==> config.mk <==
export PLATFORM = sky130hd
export DESIGN_NAME = onchip_mem_arbiter
export DESIGN_NICKNAME = d
export VERILOG_FILES = /design/src/rtl/onchip_mem_arbiter_pkg.sv /design/src/rtl/onchip_mem_arbiter_rr.sv /design/src/rtl/onchip_mem_arbiter.sv
export SDC_FILE = /design/constraint.sdc
export NUM_CORES = 1
export LEC_CHECK = 0
export ABC_CLOCK_PERIOD_IN_PS = 3000
export CORE_AREA = 2 2 180 182
export CTS_CLUSTER_DIAMETER = 200
export CTS_CLUSTER_SIZE = 12
export DETAILED_ROUTE_END_ITERATION = 8
export DIE_AREA = 0 0 182 184
export DONT_BUFFER_PORTS = 1
export HOLD_SLACK_MARGIN = 0.12
export PLACE_DENSITY_LB_ADDON = 0.12
export SYNTH_ARGS = -nofsm -noshare
export SYNTH_HDL_FRONTEND = slang
export SYNTH_SLANG_ARGS = --single-unit
==> constraint.sdc <==
create_clock -name clk -period 3 [get_ports clk]
set_clock_uncertainty 0.1 [all_clocks]
set_input_delay 0.6 -clock clk [delete_from_list [all_inputs] [get_ports clk]]
set_output_delay 0.6 -clock clk [all_outputs]
set_load 0.02 [all_outputs]
==> src/rtl/onchip_mem_arbiter_pkg.sv <==
// rtl/onchip_mem_arbiter_pkg.sv - shared types and defaults for the on-chip RAM arbiter
package onchip_mem_arbiter_pkg;

   typedef enum logic {
      M_IFETCH = 1'b0,
      M_DATA   = 1'b1
   } master_id_e;

   localparam int NUM_MASTERS    = 2;
   localparam int DEFAULT_ADDR_W = 13;
   localparam int DEFAULT_DATA_W = 64;

endpackage

==> src/rtl/onchip_mem_arbiter_rr.sv <==
// rtl/onchip_mem_arbiter_rr.sv - two-way round-robin grant with last_grant register
module rr_arbiter2
   import onchip_mem_arbiter_pkg::*;
(
   input  logic       clk,
   input  logic       reset,
   input  logic [1:0] req,
   output logic [1:0] grant
);

   master_id_e last_grant_q;
   master_id_e last_grant_d;

   always_comb begin
      grant        = 2'b00;
      last_grant_d = last_grant_q;
      if (!reset) begin
         case (req)
            2'b01:   grant = 2'b01;
            2'b10:   grant = 2'b10;
            // contention: the master that did not win last time goes first
            2'b11:   grant = (last_grant_q == M_DATA) ? 2'b01 : 2'b10;
            default: grant = 2'b00;
         endcase
      end
      if (grant[0]) begin
         last_grant_d = M_IFETCH;
      end else if (grant[1]) begin
         last_grant_d = M_DATA;
      end
   end

   always_ff @(posedge clk) begin
      if (reset) begin
         last_grant_q <= M_DATA;
      end else begin
         last_grant_q <= last_grant_d;
      end
   end

endmodule

==> src/rtl/onchip_mem_arbiter.sv <==
// rtl/onchip_mem_arbiter.sv - shares one single-port 1-cycle-latency RAM between
// an instruction-fetch master and a data master
module onchip_mem_arbiter
   import onchip_mem_arbiter_pkg::*;
#(
   parameter int ADDR_W = DEFAULT_ADDR_W,
   parameter int DATA_W = DEFAULT_DATA_W
) (
   input  logic                  clk,
   input  logic                  reset,

   input  logic [ADDR_W-1:0]     m0_address,
   input  logic                  m0_read,
   input  logic                  m0_write,
   input  logic [DATA_W/8-1:0]   m0_byteenable,
   input  logic [DATA_W-1:0]     m0_writedata,
   output logic                  m0_waitrequest,
   output logic [DATA_W-1:0]     m0_readdata,
   output logic                  m0_readdatavalid,

   input  logic [ADDR_W-1:0]     m1_address,
   input  logic                  m1_read,
   input  logic                  m1_write,
   input  logic [DATA_W/8-1:0]   m1_byteenable,
   input  logic [DATA_W-1:0]     m1_writedata,
   output logic                  m1_waitrequest,
   output logic [DATA_W-1:0]     m1_readdata,
   output logic                  m1_readdatavalid,

   output logic [ADDR_W-1:0]     mem_address,
   output logic [DATA_W/8-1:0]   mem_byteenable,
   output logic [DATA_W-1:0]     mem_writedata,
   output logic                  mem_chipselect,
   output logic                  mem_write,
   output logic                  mem_clken,
   input  logic [DATA_W-1:0]     mem_readdata
);

   logic [1:0]  req;
   logic [1:0]  grant;
   logic        rd_accept;
   logic        rd_valid_q;
   logic        rd_valid_d;
   master_id_e  rd_owner_q;
   master_id_e  rd_owner_d;

   rr_arbiter2 u_rr (
      .clk   (clk),
      .reset (reset),
      .req   (req),
      .grant (grant)
   );

   always_comb begin
      req            = {m1_read | m1_write, m0_read | m0_write};
      m0_waitrequest = req[0] & ~grant[0];
      m1_waitrequest = req[1] & ~grant[1];

      mem_address    = grant[1] ? m1_address    : m0_address;
      mem_byteenable = grant[1] ? m1_byteenable : m0_byteenable;
      mem_writedata  = grant[1] ? m1_writedata  : m0_writedata;
      mem_chipselect = |grant;
      mem_write      = (grant[0] & m0_write) | (grant[1] & m1_write);
      mem_clken      = 1'b1;

      // read+write together is a write, so it never books a read response
      rd_accept  = (grant[0] & m0_read & ~m0_write) | (grant[1] & m1_read & ~m1_write);
      rd_valid_d = rd_accept & ~reset;
      rd_owner_d = grant[1] ? M_DATA : M_IFETCH;

      m0_readdata      = mem_readdata;
      m1_readdata      = mem_readdata;
      m0_readdatavalid = rd_valid_q & ~reset & (rd_owner_q == M_IFETCH);
      m1_readdatavalid = rd_valid_q & ~reset & (rd_owner_q == M_DATA);
   end

   always_ff @(posedge clk) begin
      if (reset) begin
         rd_valid_q <= 1'b0;
      end else begin
         rd_valid_q <= rd_valid_d;
      end
      rd_owner_q <= rd_owner_d;
   end

endmodule

==> metrics <==
final setup fails 0; post-layout util 6.16%; CP Data Arrival Time 1.85 ns; Post-Place Worst Slack 0.475 ns; RSZ-0062 raised after global routing false; share of cells above drive strength 1 78.2%; leakage power 0.705 nW; post-synth cell types 23; simple-gate area share of the yosys netlist 2.52%; pin count of the biggest net entering global routing 51; first-pass GRT wire length 7400 um; kind of critical path in2out; critical path launch point type input port; adder-cell area share of the yosys netlist 0%; Die Height 184 um; VDD IR max 0.000199 V; Slew Viols, Final 0; vias in the first global route 1168; Worst-path clk slew 0.03 ns; Fin Setup TNS 0 ns; clk buf depth 2; Post-Route WL 6400 um; max-cap viol count 0; number of hold buffers added after cts 0; core area 31400 sq um; fin crit share 84.9%; Die W 182 um; initial core utilization 7.60%; crit-path max FO 50; Worst-Margin Slew 0.757 ns; # diodes 0; CTS HTree Levels 1; min Tclk post-route 2.55 ns; synthesized cell area 2390 sq um; cts repair resizes 0; fill count 3694; Yosys warnings 0; Post-Syn Instances 251; total die area 33500 sq um; Root Buffer clkbuf_16; CP required 2.30 ns; Via density 2.31; PD cells 324 nW/um^2; Clock Sinks 3; gr ovfl total 0; CTS tree yes; mux contribution to synthesized area 46.3%; Routed Antenna Nets 0; status finished, final reports clean; Buffers on Ports 0; number of placed I/O pins 460; gp weighted congestion 0.667; wire length per cell 12.3 um; Mapped Nets 491; row count 65; global-route usage over all layers 3.02%; Detailed Routing Iterations Pass 1 4; hold_ws 0.356 ns; Synth Area in Compound Gates 2.20%; Initial DRC Count 27; area delta synth->final -19.0%; register area share after synthesis 2.52%; largest family of logic cells by synthesized area buffers and inverters; Worst setup EP type output pin; DRC 0; Vias 1206; hold crit path type in2reg; xor/xnor cell area share of the yosys netlist 0%; initial antenna violation count 0; Syn Area/Cell 9.51 sq um; Post-layout nets 360; Yosys reg bits 3; number of buffers created by CTS 3; Max Freq 393 MHz; Worst-Skew Late Latency 0.22 ns; total setup buffers inserted after CTS 0; PnR worst setup slack 0.454 ns; Max-slew headroom 49.4%; final hold viol count 0; dpl hpwl 5920 um; Total Power 627 uW
## area by class of cell
class	instances	area, sq um	share of cell area, %
multi-input combinational	106	1230	63.6
tap	402	503	26.0
clock buffer	4	78.8	4.08
sequential	3	60.1	3.11
timing repair buffer	4	55.1	2.85
inverter	2	7.51	0.388
## critical path: stages
cell	delay (ns)
or2_1	0.24
a211o_4	0.38
buf_12	0.19
mux2_4	0.38
## registers in the layout, summed over array words and instances (netlist names)
name	cells
rd_owner_q	1
u_rr.last_grant_q	1
rd_valid_q	1
## path summary, 6_finish.rpt
check / startpoint / end / slack (ns) / cells past startpoint
setup / recovery: m0_write / mem_writedata[27] / 0.45 / 4
hold / removal: reset / rd_valid_q$_SDFF_PP0_ / 0.36 / 1
setup reg to reg: u_rr.last_grant_q$_SDFFE_PP1P_ / rd_owner_q$_DFF_P_ / 1.80 / 3
hold reg to reg: u_rr.last_grant_q$_SDFFE_PP1P_ / u_rr.last_grant_q$_SDFFE_PP1P_ / 0.52 / 1
## cell usage in the layout (no fill, tap or decap), types with 2 or more instances in the layout
cell	synthesis	routed
inv_1	2	2
clkbuf_16	0	3
nor2_1	5	5
buf_4	129	2
a21oi_1	3	3
mux2_2	46	46
mux2_4	39	39
dfxtp_1	3	3
buf_12	4	2
nand2_1	2	2
## synthesized netlist by cell type
cell / number / area, sq um
a211o_1: 2 / 17.5
a211oi_1: 1 / 7.51
a21oi_1: 3 / 15.0
and3b_1: 1 / 8.76
buf_12: 4 / 80.1
buf_2: 4 / 20.0
buf_4: 129 / 968
buf_6: 1 / 11.3
buf_8: 1 / 15.0
clkbuf_1: 1 / 3.75
conb_1: 1 / 3.75
dfxtp_1: 3 / 60.1
inv_1: 2 / 7.51
mux2_2: 46 / 518
mux2_4: 39 / 586
nand2_1: 2 / 7.51
nand3_1: 1 / 5.00
nor2_1: 5 / 18.8
nor2b_1: 1 / 6.26
nor3b_1: 1 / 7.51
o21a_1: 1 / 7.51
o21ai_0: 1 / 5.00
or2_1: 1 / 6.26
## metal layers
metal / GRT usage (%) / routed length, um / part of all wire, %
met5: 0 / 0 / 0
met1: 2.69 / 1840 / 29
met2: 5.89 / 3410 / 53
met4: 0.871 / 130 / 2.0
met3: 1.55 / 1010 / 16
## per-stage QoR
step / instance area [sq um] / cells
detailed placement: 1850 / 517
global route: 1930 / 521
CTS: 1930 / 521
global placement: 1850 / 517
floorplan: 2390 / 251
finish: 1930 / 521
## report_power, final
| part | total, mW | switching [mW] | internal, mW | leakage, nW |
|---|---|---|---|---|
| registers | 0.0465 | 0.00319 | 0.0433 | 0.0249 |
| logic | 0.367 | 0.220 | 0.148 | 0.642 |
| clock network | 0.213 | 0.0378 | 0.175 | 0.0382 |
## cell families after synthesis
| group | count (synthesis) |
|---|---|
| muxes | 85 |
| and+or+nand+nor | 12 |
| other | 1 |
| AOI/OAI and AO/OA | 8 |
| DFF | 3 |
| buffers and inverters | 142 |
(Power assumes the default switching activity.)
